`config.mk`:
```
export PLATFORM = sky130hd
export DESIGN_NAME = divider
export DESIGN_NICKNAME = d
export VERILOG_FILES = /design/src/rtl/traffic_pkg.sv /design/src/rtl/divider.sv
export SDC_FILE = /design/constraint.sdc
export NUM_CORES = 1
export LEC_CHECK = 0
export CELL_PAD_IN_SITES_DETAIL_PLACEMENT = 1
export CELL_PAD_IN_SITES_GLOBAL_PLACEMENT = 1
export CORE_ASPECT_RATIO = 1.25
export CORE_MARGIN = 2
export CORE_UTILIZATION = 38
export CTS_CLUSTER_DIAMETER = 30
export CTS_CLUSTER_SIZE = 40
export DETAILED_ROUTE_END_ITERATION = 8
export PLACE_DENSITY_LB_ADDON = 0.12
export SLEW_MARGIN = 5
export SYNTH_ARGS = -nofsm -noshare
export SYNTH_HDL_FRONTEND = slang
export SYNTH_SLANG_ARGS = --single-unit
export TNS_END_PERCENT = 5
```
`constraint.sdc`:
```
create_clock -name clk -period 2.2 [get_ports clk]
set_clock_uncertainty 0.15 [all_clocks]
set_input_delay 0.66 -clock clk [delete_from_list [all_inputs] [get_ports clk]]
set_output_delay 0.66 -clock clk [all_outputs]
set_load 0.01 [all_outputs]
```
`src/rtl/traffic_pkg.sv`:
```
// Shared timing constants for the traffic-light controller, plus a counter-width helper
// so every block sizes its tick counters the same way.
package traffic_pkg;

    localparam int unsigned CLK_FREQ_HZ_DEFAULT = 50_000_000;
    localparam int unsigned SIM_DIV_DEFAULT     = 50;

    // Width for a div_count_t-style counter covering 0..value-1; never narrower than 1 bit.
    function automatic int unsigned clog2_safe(input int unsigned value);
        return (value < 2) ? 1 : $clog2(value);
    endfunction

endpackage

```
`src/rtl/divider.sv`:
```
// Clock-enable generator: divides clk by DIV and emits a registered single-cycle strobe.
// Define DIVIDER_FAST_SIM_EN to use the short SIM_DIV ratio instead of CLK_FREQ_HZ/ENABLE_FREQ_HZ.
module divider
    import traffic_pkg::*;
#(
    parameter int unsigned CLK_FREQ_HZ    = CLK_FREQ_HZ_DEFAULT,
    parameter int unsigned ENABLE_FREQ_HZ = 1,
    parameter int unsigned SIM_DIV        = SIM_DIV_DEFAULT,
`ifdef DIVIDER_FAST_SIM_EN
    localparam int unsigned DIV           = SIM_DIV,
`else
    localparam int unsigned DIV           = CLK_FREQ_HZ / ENABLE_FREQ_HZ,
`endif
    localparam int unsigned CW            = clog2_safe(DIV)
) (
    input  logic          clk,
    input  logic          global_reset_n,
    input  logic          divider_reset,
    output logic          enable_1Hz,
    output logic [CW-1:0] div_count
);

    if (DIV < 2) begin : g_bad_div
        $error("divider: DIV must be at least 2");
    end
    if ((CLK_FREQ_HZ % ENABLE_FREQ_HZ) != 0) begin : g_bad_ratio
        $error("divider: CLK_FREQ_HZ must be an integer multiple of ENABLE_FREQ_HZ");
    end
    if (SIM_DIV < 2) begin : g_bad_sim_div
        $error("divider: SIM_DIV must be at least 2");
    end

    localparam logic [CW-1:0] TERMINAL = CW'(DIV - 1);

    logic [CW-1:0] r_div_count;
    logic          r_enable;
    logic          w_at_terminal;

    assign w_at_terminal = (r_div_count == TERMINAL);

    // Wrap is explicit at TERMINAL so non-power-of-two ratios never overflow naturally.
    always_ff @(posedge clk or negedge global_reset_n) begin
        if (!global_reset_n) begin
            r_div_count <= '0;
            r_enable    <= 1'b0;
        end else if (divider_reset) begin
            r_div_count <= '0;
            r_enable    <= 1'b0;
        end else if (w_at_terminal) begin
            r_div_count <= '0;
            r_enable    <= 1'b1;
        end else begin
            r_div_count <= r_div_count + 1'b1;
            r_enable    <= 1'b0;
        end
    end

    assign enable_1Hz = r_enable;
    assign div_count  = r_div_count;

endmodule

```
==> run metrics <==
FF+latch count, synth=27; clock buffer depth=2; fin crit share=0.965; power per cell area=455 mW/mm^2; DR pass1 iterations=4; max incr delay on CP=580 ps; async set or reset register ratio after synthesis=1.00; top sig layer=met4; CP max FO=7; synth unique cells=28; met3 WL post-DR=107 microns; vias in the first global route=1312; Synth area leaders=dfrtp_1 49%, xor2_1 4.5%, nand4_1 4.1%; Tot GR Track Use=0.196; via count=1227; RSZ-0062 raised after global routing=no; H-tree depth=1; chip height=71.1 microns; clock sinks=27; EDFF count, synth=0; largest family of logic cells by synthesized area=simple AND/OR/NAND/NOR gates; Slew HR=0.764; critical path startpoint=div_count[9]; cell with the most instances after synthesis=dfrtp_1; largest net degree at the start of global routing=28; Die Area=between 0.004 and 0.005 sq mm; Seq/Total Area, Yosys=0.493; CP Launch Type=flip-flop; Pleak=approximately 0.74 nW; final slew viol count=0; synth warn=0; global-route wire length before repair=between 6 and 7 mm; clk slew on worst S/H paths=approximately 90 ps; Final nets=182; Core Util, Final=0.522; RR Endpoint=div_count[18]; core area=0.00348 sq mm; top cell type's share of synthesized area=0.493; row count=24; CTS Buf Count=3; proportion of synthesized area in mux cells=0; Req. time, crit path=1390 ps; total wire length after detailed routing=about 3.7 mm; Synth area leader=dfrtp_1; Worst Tran Pin Value=353 ps; Worst Setup EP=div_count[9]; met1 WL=1.55 mm; dpl cell area=~0.0018 sq mm; commonest cells in the netlist=27 x dfrtp_1, 15 x nor2_1, 11 x a21oi_1; ys flop type=dfrtp_1; Max Clk Rate=0.471 GHz; critical path cell sequence=clkdlybuf4s50_1; setup slack, reg-to-reg=150 ps; final hold viol count=0; Filler Cell Count=roughly 410; Crit-path slowest cell=clkdlybuf4s50_1; fraction of layout instances using a drive strength above 1=0.102; CTS tree=done; reg2reg start=div_count[0]; Tmin final=2120 ps; Netlist Area Pre-Place=0.00137 sq mm; Avg Cell Area, Syn=9.79 sq um; Post-Synthesis Cells=140; Synth Area in Compound Gates=0.0968; WL/cell=16.9 microns; delay-heaviest family, CP=buffers and inverters; dpl hpwl=2.72 mm; DRT antenna net count=0; status=completed; Post-Synth Adder-Cell Area=0.00913; Clk Latency, worst-skew pair=260 ps; CP Buf/Inv Count=1; ant diodes=0; CP Capture Type=output pin; Hold Path Class=flip-flop to flip-flop; Peak supply drop=0.352 mV; Starting DRT DRC Count=22; Setup-failing EPs final=0; clock root buffer=clkbuf_8; setup TNS=0 ps; arrival time worst endpoint=1310 ps; Synth Net Count=144; Initial Util=0.393; Hold Buf Count CTS=0; placer congestion estimate=0.815; Synth Area in XOR/XNOR=0.0831; final global-route overflow total=0; post-route design area=between 0.0015 and 0.002 sq mm; drt drc=0; Die Wd=57.7 microns; initial antenna violation count=0; PortBufs=29; number of cells on the critical path=1; Post-Synth Simple-Gate Area=0.296; kind of critical path=flip-flop to output pin; maxcap violations=0; WL met2=about 2 mm; R2R cell count=5; area added between synthesis and finish=32.6%; I/O pins=30; Via density=between 5 and 6
[flip-flops by register name (all words and copies together), names as in the netlist]
name,flops
enable_1Hz,1
div_count,26
[through the flow]
stage,std cells,setup slack (ps),total power [mW],hold slack [ps]
2_1_floorplan,140,228,0.531,214
3_3_place_gp,210,223,0.564,332
3_5_place_dp,210,158,0.566,358
4_1_cts,214,1.67,0.850,372
5_1_grt,216,9.53,0.872,408
6_report,216,76.6,0.828,364
[area by class of cell]
class | instances | area, sq um | area share
flip-flops and latches | 27 | 678 | 0.373
multi-input cells | 106 | 664 | 0.366
repair buffers | 38 | 373 | 0.205
well taps | 39 | 48.8 | 0.0269
clock buffers | 4 | 45.0 | 0.0248
inverters | 2 | 7.51 | 0.00413
[how the worst min path moves through the flow]
| stage | from | to | slack, ps | cells after the start |
|---|---|---|---|---|
| floorplan | global_reset_n | div_count[0] | 210 | 0 |
| global placement | div_count[0] | div_count[0] | 330 | 1 |
| detailed placement | div_count[0] | div_count[0] | 360 | 1 |
| CTS | div_count[0] | div_count[0] | 370 | 1 |
| global route | div_count[0] | div_count[0] | 410 | 1 |
| finish | div_count[0] | div_count[0] | 360 | 1 |
[kinds of logic after synthesis]
group / count (synthesis)
xor+xnor: 13
flops: 27
buf+inv: 7
compound gates: 23
fa+ha+maj: 1
simple gates: 69
[placed cells by master, fill, tap and decap left out, types with 5 or more instances in the layout]
cell type	count
clkdlybuf4s50_1	28
dfrtp_1	25
nor2_1	15
a21oi_1	11
nand4_1	9
nand2_1	8
buf_4	8
nand3_1	7
xor2_1	7
o21ai_0	6
or3_1	6
xnor2_1	6
o31ai_1	5
or4_1	5
[where the power goes]
group	switching [mW]	total [mW]	internal (mW)	leakage, nW
Combinational	0.0274	0.0487	0.0212	0.347
Clock	0.144	0.273	0.129	0.0228
Sequential	0.00558	0.506	0.500	0.371
[layer usage]
layer  global-route usage  vias up
li1                     -      591
met1                0.247      612
met2                0.340       20
met3               0.0274        4
met4               0.0672        0
met5                    0        -
[what timing repair did]
item | in CTS | in global routing
setup endpoints to repair | 0 | 4
resized for setup | 0 | 3
setup buffers | 0 | 2
Note: power is estimated with default switching activity, not from simulation.
